$ cat src/rtl/dest_ip_tbl_pkg.sv
`default_nettype none
// ============================================================================
// Module      : dest_ip_tbl_pkg
// Description : Shared register map, STATUS/CMD bit positions and FSM
//               encodings for the destination-IP table controller.
// Revision    : 1.0 - initial release
// ============================================================================
package dest_ip_tbl_pkg;

    // Word offsets, decoded from address bits [4:2]
    localparam logic [2:0] c_REG_IDX    = 3'd0;
    localparam logic [2:0] c_REG_WDATA  = 3'd1;
    localparam logic [2:0] c_REG_CMD    = 3'd2;
    localparam logic [2:0] c_REG_RDATA  = 3'd3;
    localparam logic [2:0] c_REG_STATUS = 3'd4;

    localparam int c_STAT_BUSY = 0;
    localparam int c_STAT_DONE = 1;
    localparam int c_STAT_ERR  = 2;
    localparam int c_STAT_TMO  = 3;

    localparam int c_CMD_WR = 0;
    localparam int c_CMD_RD = 1;

    localparam logic [2:0] c_S_IDLE     = 3'd0;
    localparam logic [2:0] c_S_ISSUE_WR = 3'd1;
    localparam logic [2:0] c_S_WAIT_WR  = 3'd2;
    localparam logic [2:0] c_S_ISSUE_RD = 3'd3;
    localparam logic [2:0] c_S_WAIT_RD  = 3'd4;

endpackage
`default_nettype wire

$ cat src/rtl/dest_ip_tbl_axil_if.sv
`default_nettype none
// ============================================================================
// Module      : dest_ip_tbl_axil_if
// Description : AXI4-Lite slave handshakes, IDX/WDATA registers, read mux and
//               command / W1C strobe decode for the table controller.
// Revision    : 1.0 - initial release
// ============================================================================
module dest_ip_tbl_axil_if
    import dest_ip_tbl_pkg::*;
#(
    parameter int DW  = 32,
    parameter int AW  = 32,
    parameter int TAW = 5
) (
    input  logic           clk,
    input  logic           rst_n,
    input  logic [AW-1:0]  i_awaddr,
    input  logic           i_awvalid,
    output logic           o_awready,
    input  logic [DW-1:0]  i_wdata,
    input  logic           i_wvalid,
    output logic           o_wready,
    output logic [1:0]     o_bresp,
    output logic           o_bvalid,
    input  logic           i_bready,
    input  logic [AW-1:0]  i_araddr,
    input  logic           i_arvalid,
    output logic           o_arready,
    output logic [DW-1:0]  o_rdata,
    output logic [1:0]     o_rresp,
    output logic           o_rvalid,
    input  logic           i_rready,
    input  logic [DW-1:0]  i_tbl_rdata,
    input  logic [3:0]     i_status,
    output logic [TAW-1:0] o_idx,
    output logic [DW-1:0]  o_wdata,
    output logic           o_cmd_wr,
    output logic           o_cmd_rd,
    output logic           o_cmd_bad,
    output logic           o_clr_done,
    output logic           o_clr_err,
    output logic           o_clr_tmo
);

    logic           r_en;
    logic           r_bvalid;
    logic           r_rvalid;
    logic [DW-1:0]  r_rdata;
    logic [TAW-1:0] r_idx;
    logic [DW-1:0]  r_wdata;
    logic           w_wr_fire;
    logic           w_rd_fire;
    logic [2:0]     w_wsel;
    logic           w_cmd_sel;
    logic           w_stat_sel;
    logic [DW-1:0]  w_rmux;
    logic           w_unused;

    // Readies stay low until the first clock after reset release
    assign w_wr_fire  = i_awvalid & i_wvalid & ~r_bvalid & r_en;
    assign w_rd_fire  = i_arvalid & ~r_rvalid & r_en;
    assign w_wsel     = i_awaddr[4:2];
    assign w_cmd_sel  = w_wr_fire & (w_wsel == c_REG_CMD);
    assign w_stat_sel = w_wr_fire & (w_wsel == c_REG_STATUS);

    assign o_awready = w_wr_fire;
    assign o_wready  = w_wr_fire;
    assign o_arready = w_rd_fire;
    assign o_bvalid  = r_bvalid;
    assign o_rvalid  = r_rvalid;
    assign o_rdata   = r_rdata;
    assign o_bresp   = 2'b00;
    assign o_rresp   = 2'b00;
    assign o_idx     = r_idx;
    assign o_wdata   = r_wdata;

    assign o_cmd_wr   = w_cmd_sel & i_wdata[c_CMD_WR] & ~i_wdata[c_CMD_RD];
    assign o_cmd_rd   = w_cmd_sel & i_wdata[c_CMD_RD] & ~i_wdata[c_CMD_WR];
    assign o_cmd_bad  = w_cmd_sel & ~(i_wdata[c_CMD_WR] ^ i_wdata[c_CMD_RD]);
    assign o_clr_done = w_stat_sel & i_wdata[c_STAT_DONE];
    assign o_clr_err  = w_stat_sel & i_wdata[c_STAT_ERR];
    assign o_clr_tmo  = w_stat_sel & i_wdata[c_STAT_TMO];

    assign w_unused = ^{i_awaddr[AW-1:5], i_awaddr[1:0], i_araddr[AW-1:5], i_araddr[1:0]};

    always_comb begin
        w_rmux = '0;
        case (i_araddr[4:2])
            c_REG_IDX:    w_rmux[TAW-1:0] = r_idx;
            c_REG_WDATA:  w_rmux = r_wdata;
            c_REG_RDATA:  w_rmux = i_tbl_rdata;
            c_REG_STATUS: w_rmux[3:0] = i_status;
            default:      w_rmux = '0;
        endcase
    end

    always_ff @(posedge clk or negedge rst_n) begin
        if (!rst_n) begin
            r_en     <= 1'b0;
            r_bvalid <= 1'b0;
            r_rvalid <= 1'b0;
            r_rdata  <= '0;
            r_idx    <= '0;
            r_wdata  <= '0;
        end else begin
            r_en <= 1'b1;
            if (w_wr_fire)
                r_bvalid <= 1'b1;
            else if (i_bready)
                r_bvalid <= 1'b0;
            if (w_rd_fire) begin
                r_rvalid <= 1'b1;
                r_rdata  <= w_rmux;
            end else if (i_rready) begin
                r_rvalid <= 1'b0;
            end
            if (w_wr_fire && w_wsel == c_REG_IDX)
                r_idx <= i_wdata[TAW-1:0];
            if (w_wr_fire && w_wsel == c_REG_WDATA)
                r_wdata <= i_wdata;
        end
    end

endmodule
`default_nettype wire

$ cat src/rtl/dest_ip_tbl_ctrl.sv
`default_nettype none
// ============================================================================
// Module      : dest_ip_tbl_ctrl
// Description : AXI4-Lite driven initiator for the destination-IP table port.
//               Optional ack timeout enabled by DEST_IP_TBL_TIMEOUT_EN.
// Revision    : 1.0 - initial release
// ============================================================================
module dest_ip_tbl_ctrl
    import dest_ip_tbl_pkg::*;
#(
    parameter int C_S_AXI_DATA_WIDTH = 32,
    parameter int C_S_AXI_ADDR_WIDTH = 32,
    parameter int TBL_ADDR_WIDTH     = 5,
    parameter int TIMEOUT_CYCLES     = 255
) (
    input  logic                            AXI_ACLK,
    input  logic                            AXI_RESETN,
    input  logic [C_S_AXI_ADDR_WIDTH-1:0]   S_AXI_AWADDR,
    input  logic                            S_AXI_AWVALID,
    output logic                            S_AXI_AWREADY,
    input  logic [C_S_AXI_DATA_WIDTH-1:0]   S_AXI_WDATA,
    input  logic [C_S_AXI_DATA_WIDTH/8-1:0] S_AXI_WSTRB,
    input  logic                            S_AXI_WVALID,
    output logic                            S_AXI_WREADY,
    output logic [1:0]                      S_AXI_BRESP,
    output logic                            S_AXI_BVALID,
    input  logic                            S_AXI_BREADY,
    input  logic [C_S_AXI_ADDR_WIDTH-1:0]   S_AXI_ARADDR,
    input  logic                            S_AXI_ARVALID,
    output logic                            S_AXI_ARREADY,
    output logic [C_S_AXI_DATA_WIDTH-1:0]   S_AXI_RDATA,
    output logic [1:0]                      S_AXI_RRESP,
    output logic                            S_AXI_RVALID,
    input  logic                            S_AXI_RREADY,
    output logic                            tbl_wr_req,
    output logic [TBL_ADDR_WIDTH-1:0]       tbl_wr_addr,
    output logic [C_S_AXI_DATA_WIDTH-1:0]   tbl_wr_data,
    output logic                            tbl_rd_req,
    output logic [TBL_ADDR_WIDTH-1:0]       tbl_rd_addr,
    input  logic                            tbl_wr_ack,
    input  logic                            tbl_rd_ack,
    input  logic [C_S_AXI_DATA_WIDTH-1:0]   tbl_rd_data
);

    localparam int DW  = C_S_AXI_DATA_WIDTH;
    localparam int TAW = TBL_ADDR_WIDTH;

    logic [2:0]     r_state;
    logic [2:0]     w_state_nxt;
    logic [TAW-1:0] r_wr_addr;
    logic [TAW-1:0] r_rd_addr;
    logic [DW-1:0]  r_wr_data;
    logic [DW-1:0]  r_rdata;
    logic           r_done;
    logic           r_err;
    logic           r_tmo;
    logic [TAW-1:0] w_idx;
    logic [DW-1:0]  w_wdata;
    logic           w_cmd_wr;
    logic           w_cmd_rd;
    logic           w_cmd_bad;
    logic           w_clr_done;
    logic           w_clr_err;
    logic           w_clr_tmo;
    logic           w_busy;
    logic           w_waiting;
    logic           w_tmo_hit;
    logic           w_done_set;
    logic           w_rd_cap;
    logic           w_to_set;
    logic           w_err_set;
    logic [3:0]     w_status;
    logic           w_unused;

    dest_ip_tbl_axil_if #(
        .DW  (DW),
        .AW  (C_S_AXI_ADDR_WIDTH),
        .TAW (TAW)
    ) u_axil_if (
        .clk         (AXI_ACLK),
        .rst_n       (AXI_RESETN),
        .i_awaddr    (S_AXI_AWADDR),
        .i_awvalid   (S_AXI_AWVALID),
        .o_awready   (S_AXI_AWREADY),
        .i_wdata     (S_AXI_WDATA),
        .i_wvalid    (S_AXI_WVALID),
        .o_wready    (S_AXI_WREADY),
        .o_bresp     (S_AXI_BRESP),
        .o_bvalid    (S_AXI_BVALID),
        .i_bready    (S_AXI_BREADY),
        .i_araddr    (S_AXI_ARADDR),
        .i_arvalid   (S_AXI_ARVALID),
        .o_arready   (S_AXI_ARREADY),
        .o_rdata     (S_AXI_RDATA),
        .o_rresp     (S_AXI_RRESP),
        .o_rvalid    (S_AXI_RVALID),
        .i_rready    (S_AXI_RREADY),
        .i_tbl_rdata (r_rdata),
        .i_status    (w_status),
        .o_idx       (w_idx),
        .o_wdata     (w_wdata),
        .o_cmd_wr    (w_cmd_wr),
        .o_cmd_rd    (w_cmd_rd),
        .o_cmd_bad   (w_cmd_bad),
        .o_clr_done  (w_clr_done),
        .o_clr_err   (w_clr_err),
        .o_clr_tmo   (w_clr_tmo)
    );

    assign w_unused  = ^S_AXI_WSTRB;
    assign w_busy    = (r_state != c_S_IDLE);
    assign w_waiting = (r_state == c_S_WAIT_WR) || (r_state == c_S_WAIT_RD);
    assign w_status  = {r_tmo, r_err, r_done, w_busy};

    assign tbl_wr_req  = (r_state == c_S_ISSUE_WR);
    assign tbl_rd_req  = (r_state == c_S_ISSUE_RD);
    assign tbl_wr_addr = r_wr_addr;
    assign tbl_rd_addr = r_rd_addr;
    assign tbl_wr_data = r_wr_data;

`ifdef DEST_IP_TBL_TIMEOUT_EN
    localparam int c_CNT_W = ($clog2(TIMEOUT_CYCLES + 1) > 8) ? $clog2(TIMEOUT_CYCLES + 1) : 8;

    logic [c_CNT_W-1:0] r_tmo_cnt;

    always_ff @(posedge AXI_ACLK or negedge AXI_RESETN) begin
        if (!AXI_RESETN)
            r_tmo_cnt <= '0;
        else if (tbl_wr_req || tbl_rd_req)
            r_tmo_cnt <= '0;
        else if (w_waiting)
            r_tmo_cnt <= r_tmo_cnt + c_CNT_W'(1);
    end

    // Fires on the TIMEOUT_CYCLES-th wait cycle without an ack
    assign w_tmo_hit = w_waiting && (r_tmo_cnt == c_CNT_W'(TIMEOUT_CYCLES - 1));
`else
    logic w_unused_cfg;
    assign w_unused_cfg = (TIMEOUT_CYCLES != 0);
    assign w_tmo_hit    = 1'b0;
`endif

    always_comb begin
        w_state_nxt = r_state;
        w_done_set  = 1'b0;
        w_rd_cap    = 1'b0;
        w_to_set    = 1'b0;
        case (r_state)
            c_S_IDLE: begin
                if (w_cmd_wr)
                    w_state_nxt = c_S_ISSUE_WR;
                else if (w_cmd_rd)
                    w_state_nxt = c_S_ISSUE_RD;
            end
            c_S_ISSUE_WR: w_state_nxt = c_S_WAIT_WR;
            c_S_ISSUE_RD: w_state_nxt = c_S_WAIT_RD;
            c_S_WAIT_WR: begin
                if (tbl_wr_ack) begin
                    w_state_nxt = c_S_IDLE;
                    w_done_set  = 1'b1;
                end else if (w_tmo_hit) begin
                    w_state_nxt = c_S_IDLE;
                    w_to_set    = 1'b1;
                end
            end
            c_S_WAIT_RD: begin
                if (tbl_rd_ack) begin
                    w_state_nxt = c_S_IDLE;
                    w_done_set  = 1'b1;
                    w_rd_cap    = 1'b1;
                end else if (w_tmo_hit) begin
                    w_state_nxt = c_S_IDLE;
                    w_to_set    = 1'b1;
                end
            end
            default: w_state_nxt = c_S_IDLE;
        endcase
    end

    // Any command while busy is dropped; malformed commands never start
    assign w_err_set = w_cmd_bad | w_to_set | (w_busy & (w_cmd_wr | w_cmd_rd));

    always_ff @(posedge AXI_ACLK or negedge AXI_RESETN) begin
        if (!AXI_RESETN) begin
            r_state   <= c_S_IDLE;
            r_wr_addr <= '0;
            r_rd_addr <= '0;
            r_wr_data <= '0;
            r_rdata   <= '0;
            r_done    <= 1'b0;
            r_err     <= 1'b0;
            r_tmo     <= 1'b0;
        end else begin
            r_state <= w_state_nxt;
            if (!w_busy && w_cmd_wr) begin
                r_wr_addr <= w_idx;
                r_wr_data <= w_wdata;
            end
            if (!w_busy && w_cmd_rd)
                r_rd_addr <= w_idx;
            if (w_rd_cap)
                r_rdata <= tbl_rd_data;
            // Set beats a simultaneous write-one-to-clear
            r_done <= w_done_set | (r_done & ~w_clr_done);
            r_err  <= w_err_set  | (r_err  & ~w_clr_err);
            r_tmo  <= w_to_set   | (r_tmo  & ~w_clr_tmo);
        end
    end

endmodule
`default_nettype wire

$ cat config.mk
export PLATFORM = sky130hd
export DESIGN_NAME = dest_ip_tbl_ctrl
export DESIGN_NICKNAME = d
export VERILOG_FILES = /design/src/rtl/dest_ip_tbl_pkg.sv /design/src/rtl/dest_ip_tbl_axil_if.sv /design/src/rtl/dest_ip_tbl_ctrl.sv
export SDC_FILE = /design/constraint.sdc
export NUM_CORES = 1
export LEC_CHECK = 0
export CAP_MARGIN = 5
export CORE_MARGIN = 4
export CORE_UTILIZATION = 45
export CTS_CLUSTER_SIZE = 30
export DETAILED_ROUTE_END_ITERATION = 10
export GPL_ROUTABILITY_DRIVEN = 0
export PLACE_DENSITY = 0.93
export RECOVER_POWER = 25
export SYNTH_ARGS = -nofsm -noshare
export SYNTH_HDL_FRONTEND = slang
export SYNTH_SLANG_ARGS = --single-unit
$ cat constraint.sdc
create_clock -name AXI_ACLK -period 1.88 [get_ports AXI_ACLK]
set_clock_uncertainty 0.05 [all_clocks]
set_input_delay 0.282 -clock AXI_ACLK [delete_from_list [all_inputs] [get_ports AXI_ACLK]]
set_output_delay 0.282 -clock AXI_ACLK [all_outputs]
set_load 0.02 [all_outputs]
==> results.py, run 1 <==
metrics = {
    "critical_path": {
        "crit_arrival_ns": 2.08,
        "crit_path_start_kind": "register",
        "worstPathRequired_ns": 2.12,
        "end_kind": "register",
        "cp_max_fo": 20,
        "worstSetupPathType": "reg2reg",
    },
    "synthesis": {
        "synth_edf_count": 0,
        "synth_top_family_by_area": "multiplexers",
        "synth_simple_gate_area_frac": 0.0741,
        "syn_area_um2": 6150,
        "synthCells": 445,
        "yosysMostFrequentCell": "dfrtp_1",
        "synth_top_area_share": 0.619,
        "synth-compound-area-share": 0.0612,
        "synth_adder_area_share": 0,
        "synthTopCellsByArea": "dfrtp_1 62%, mux2_2 20%, a221oi_1 4.1%, nor2_1 3.8%, mux2_1 1.8%",
        "synth_seq_area_share": 0.619,
        "synth_xor_area_frac": 0,
        "synth_common_cells": "152 x dfrtp_1, 107 x mux2_2, 62 x nor2_1",
        "synthMuxAreaShare": 0.214,
        "syn_area_per_cell_um2": 13.8,
        "synth_top_area_cell": "dfrtp_1",
        "synth-seq-cells": 152,
        "yosysWarnings": 0,
        "synthFlopType": "dfrtp_1",
        "synth.distinct_cells": 38,
        "async_flop_share": 1.00,
    },
    "routing": {
        "wl_per_cell_um": 20.5,
        "vias_per_cell": 5.51,
        "drc": 0,
        "routed_wl_um": 16700,
        "dr.first_iter.drc_count": 268,
        "vias": 4499,
        "ant_nets": 0,
        "firstDrtPassIters": 4,
    },
    "timing": {
        "finalHoldViolations": 0,
        "rsz0062_at_grt": "true",
        "setup_slack_ns": 0.0431,
        "fmax_mhz": 544,
        "drv_slew": 0,
        "max_slew_margin": 0.301,
        "period_share": 0.977,
        "finalSetupViolations": 0,
        "tightest_slew_ns": 1.05,
        "post-route-min-period_ns": 1.84,
        "holdWs_ns": 0.402,
    },
    "clock_tree": {
        "cts_tree": "yes",
        "clockBufferDepth": 2,
        "htree_levels": 4,
        "root_buffer": "clkbuf_16",
        "path_clk_slew_ns": 0.06,
        "clock_latency_ns": 0.42,
        "cts_sinks": 152,
        "numCtsBuffers": 17,
    },
    "final_layout": {
        "regArea_um2": 3810,
        "antenna_cells": 0,
        "syn_to_final_growth_pct": 44.9,
        "nets": 771,
        "multiInputGateArea_um2": 2220,
        "fill_cells": 939,
        "fin_util": 0.670,
        "drive_above_1_share": 0.296,
    },
    "grt": {
        "track_usage": 0.216,
        "grt_max_degree": 57,
        "grt_pass1_wl_um": 26500,
        "overflow": 0,
        "grt_pass1_vias": 5007,
        "grt_antenna_before_repair": 0,
    },
    "floorplanning": {
        "placeableCoreArea_um2": 13300,
        "initial_core_util": 0.463,
        "dieArea_um2": 15600,
        "rows": 42,
        "die_height_um": 125,
        "die_x_um": 125,
        "pin_count": 226,
    },
    "placed_design": {
        "port_buffers": 159,
        "preCtsSetupSlack_ns": -0.373,
        "dp_hpwl_um": 11800,
    },
    "hold_path": {
        "hold_class": "in2reg",
    },
    "flow_run": {
        "cap_violations": 0,
    },
    "status": {
        "status": "finished, final reports clean",
    },
    "pwr": {
        "max-vdd-ir-drop_uv": 694,
        "p_per_area_nw_per_um2": 1030,
        "leakagePower_nw": 4.10,
    },
}
timing repair:
item | in CTS | in global routing
setup buffers | 0 | 2
gates cloned | 0 | 1
endpoints found under the setup margin | 28 | 54
gates resized for setup | 13 | 19
hold buffers | 1 | 0
hold endpoints to repair | 37 | 0
metrics by stage:
step	setup TNS, ns	std cells	cell area, um^2	total power [mW]
after global routing	-0.571	817	8910	9.51
final	0	817	8910	9.16
after detailed placement	-25.77	783	8170	5.37
after CTS	-0.0000389	814	8860	9.23
after global placement	-21.91	783	8170	5.28
after floorplan	0	448	6160	4.54
final timing paths:
check                                    from            endpoint  slack [ns]  cells past startpoint
min in group asynchronous          AXI_RESETN      tbl_wr_data[6]        0.53                      2
max                        u_axil_if.o_bvalid      tbl_wr_addr[0]        0.04                      6
max in group asynchronous          AXI_RESETN          r_state[1]        0.32                      3
min                              S_AXI_BREADY  u_axil_if.o_bvalid        0.40                      2
min reg2reg                    tbl_wr_addr[1]      tbl_wr_addr[1]        0.45                      1
max reg2reg                u_axil_if.o_bvalid      tbl_wr_addr[0]        0.04                      6
cell families (layout without fill, tap and decap cells):
kind of cell,after synthesis,in the layout
AO/OA/AOI/OAI,49,49
buffers and inverters,35,228
flip-flops,152,152
multiplexers,117,117
other,2,5
AND/OR/NAND/NOR,90,90
cell type report:
class,count,area share
Sequential cell,152,0.427
Multi-Input combinational cell,261,0.249
Timing Repair Buffer,193,0.223
Clock buffer,21,0.0528
Tap cell,176,0.0247
Clock inverter,9,0.0219
Inverter,5,0.00211
cell usage in the layout (no fill, tap or decap), drive strengths merged:
master	n
nor3	2
clkdlybuf4s50	153
dlygate4sd2	1
bufinv	6
dfrtp	152
o2bb2ai	1
dlygate4sd3	1
and2	1
a22oi	1
and3	2
o21bai	1
or3b	1
a21boi	1
clkinv	3
a221oi	29
o22a	1
o31ai	1
buf	34
nor2	62
nor4b	3
nor3b	2
mux2	117
nand2b	1
a21oi	7
conb	5
inv	5
clkbuf	25
nor2b	5
nor4	1
nand3	3
o21ai	5
nand4b	1
a31oi	1
nand2	6
a22o	1
registers in the layout, summed over array words and instances, names as in the netlist:
name                cells
r_rdata                32
tbl_wr_data            32
u_axil_if.o_rdata      32
u_axil_if.o_wdata      32
tbl_rd_addr             5
tbl_wr_addr             5
u_axil_if.o_idx         5
r_state                 3
r_done                  1
r_err                   1
r_tmo                   1
u_axil_if.o_bvalid      1
u_axil_if.o_rvalid      1
u_axil_if.r_en          1
report_power, final:
part           switching [mW]  internal, mW
Sequential              0.279          3.64
Combinational           0.655         0.752
Clock                    1.26          2.57
per-layer routing:
layer  part of all wire  GRT usage  wire, um  up-vias
met1               0.39      0.241      6510     2332
li1                   -          -         -     1951
met3              0.060     0.0682      1000       45
met5                  0          0         0        -
met2               0.52      0.382      8700      171
met4              0.031     0.0886       520        0
worst max-delay path: stages (launching register included):
cell      delay, ns
dfrtp_1        0.38
nand4b_4       0.21
nor4b_4        0.24
buf_4          0.18
nand3_4        0.11
buf_12         0.20
mux2_1         0.33
Power figures use the tool's default switching activity.
==> run 2: changes to the inputs <==
- CORE_UTILIZATION: 45 -> 48
- HOLD_SLACK_MARGIN: unset -> 0.1
- PLACE_DENSITY: 0.93 -> 0.95
- clock period: 1.88 -> 2.3 ns (I/O delays scaled with it)
==> results.py, run 2 (synthesis results as in run 1) <==
metrics = {
    "timing": {
        "rsz0062_at_grt": "false",
        "post-route-min-period_ns": 2.21,
        "max_slew_margin": 0.113,
        "finalSetupViolations": 0,
        "drv_slew": 0,
        "period_share": 0.961,
        "finalHoldViolations": 0,
        "tightest_slew_ns": 1.33,
        "fmax_mhz": 452,
    },
    "grt": {
        "overflow": 0,
        "grt_antenna_before_repair": 0,
        "grt_pass1_wl_um": 24700,
        "grt_max_degree": 58,
        "grt_pass1_vias": 4728,
        "track_usage": 0.220,
    },
    "critical_path": {
        "crit-reg2reg-launch": "u_axil_if.o_bvalid",
        "crit_arrival_ns": 1.82,
        "worstPathRequired_ns": 1.90,
        "worstPathCellList": "nand4b_4 > buf_4 > inv_1 > clkdlybuf4s50_1",
        "crit_path_start_kind": "register",
        "crit_slowest_cell": "clkdlybuf4s50_1",
        "end_kind": "output port",
        "path_delay_family": "buffers and inverters",
        "worstSetupPathType": "reg2out",
        "r2r_setup_slack_ns": 0.39,
        "reg2regPathDepth": 4,
        "crit_buf_inv": 3,
        "cp_max_fo": 5,
        "cpPeakStageDelay_ns": 0.59,
        "timing.rr.end": "tbl_rd_addr[3]",
    },
    "final_layout": {
        "final_cell_area_um2": 8590,
        "layout.cells.most_common": "clkdlybuf4s50_1",
        "syn_to_final_growth_pct": 39.7,
        "fin_util": 0.684,
        "nets": 759,
        "drive_above_1_share": 0.263,
        "antenna_cells": 0,
        "layout_common_cells": "156 x clkdlybuf4s50_1, 152 x dfrtp_1, 107 x mux2_2",
    },
    "hold_path": {
        "hold_path_depth": 1,
        "hold_class": "reg2reg",
        "hold_start": "tbl_wr_addr[2]",
        "hold_path_end": "tbl_wr_addr[2]",
    },
    "status": {
        "status": "finished, final reports clean",
    },
    "floorplanning": {
        "dieArea_um2": 14700,
        "rows": 41,
        "placeableCoreArea_um2": 12600,
        "die_height_um": 121,
        "pin_count": 226,
        "initial_core_util": 0.489,
        "die_x_um": 121,
    },
    "clock_tree": {
        "root_buffer": "clkbuf_16",
        "clockBufferDepth": 2,
        "cts_tree": "yes",
        "cts_sinks": 152,
        "numCtsBuffers": 17,
        "clock_latency_ns": 0.42,
        "post_cts_buffers": 0,
        "path_clk_slew_ns": 0.06,
        "htree_levels": 4,
    },
    "routing": {
        "ant_nets": 0,
        "drt-met1-wl_um": 6040,
        "met2_length_um": 8260,
        "wl_per_cell_um": 19.8,
        "dr_wl_met3_um": 1070,
        "dr.first_iter.drc_count": 250,
        "vias": 4360,
        "topRoutingLayerUsed": "met4",
        "drc": 0,
        "firstDrtPassIters": 4,
        "routed_wl_um": 15800,
        "vias_per_cell": 5.45,
    },
    "placed_design": {
        "dp_hpwl_um": 11200,
        "port_buffers": 159,
        "place_area_um2": 8020,
    },
    "flow_run": {
        "cap_violations": 0,
    },
    "pwr": {
        "max-vdd-ir-drop_uv": 492,
        "leakagePower_nw": 3.98,
        "p_per_area_nw_per_um2": 818,
    },
}
-- run 2: area by class of cell --
type,instances,area [um^2]
Sequential cell,152,3800
Clock inverter,10,130
Clock buffer,19,443
Multi-Input combinational cell,261,2180
Fill cell,877,3980
Tap cell,172,215
Timing Repair Buffer,181,1800
Inverter,5,18.8
-- run 2: where the power goes --
part	total, mW	switching, mW	internal [mW]	leakage (nW)
Sequential	3.19	0.208	2.98	2.00
Clock	2.72	1.01	1.70	0.280
Combinational	1.13	0.529	0.598	1.70
Total	7.03	1.75	5.28	3.98
-- run 2: how the worst max path moves through the flow --
stage | startpoint | to | slack, ns | cells past startpoint
after floorplan | u_axil_if.o_bvalid | tbl_wr_data[10] | 0.45 | 5
after global placement | S_AXI_AWVALID | u_axil_if.o_wdata[12] | 0.004 | 6
after detailed placement | S_AXI_AWVALID | u_axil_if.o_wdata[5] | -0.03 | 6
after CTS | r_state[1] | tbl_rd_req | 0.04 | 3
after global routing | u_axil_if.o_bvalid | S_AXI_AWREADY | 0.005 | 4
final | u_axil_if.o_bvalid | S_AXI_AWREADY | 0.09 | 4
-- run 2: stage by stage --
stage	setup WS [ns]	TNS [ns]	cells	hold WS [ns]	total power, mW
after floorplan	0.446	0	448	-0.000591	3.71
after global placement	0.00376	0	770	0.272	4.30
after detailed placement	-0.0287	-0.213	770	0.273	4.36
after CTS	0.0406	0	800	0.406	7.10
after global routing	0.00510	0	800	0.458	7.30
final	0.0886	0	800	0.439	7.03
-- run 2: layer usage --
layer,GRT usage,vias to the layer above
li1,-,1930
met1,0.254,2228
met2,0.380,164
met3,0.0690,38
met4,0.0945,0
met5,0,-
-- run 2: what timing repair did --
action / 4_1_cts / 5_1_grt
hold buffers: 1 / 0
setup endpoints to repair: 0 / 2
endpoints found under the hold margin: 49 / 0
resized for setup: 0 / 2
==> run 3: changes to the inputs <==
- ABC_CLOCK_PERIOD_IN_PS: unset -> 2300
==> results of run 3 <==
Same layout as run 2: the final DEF is identical, and so are final timing and power.
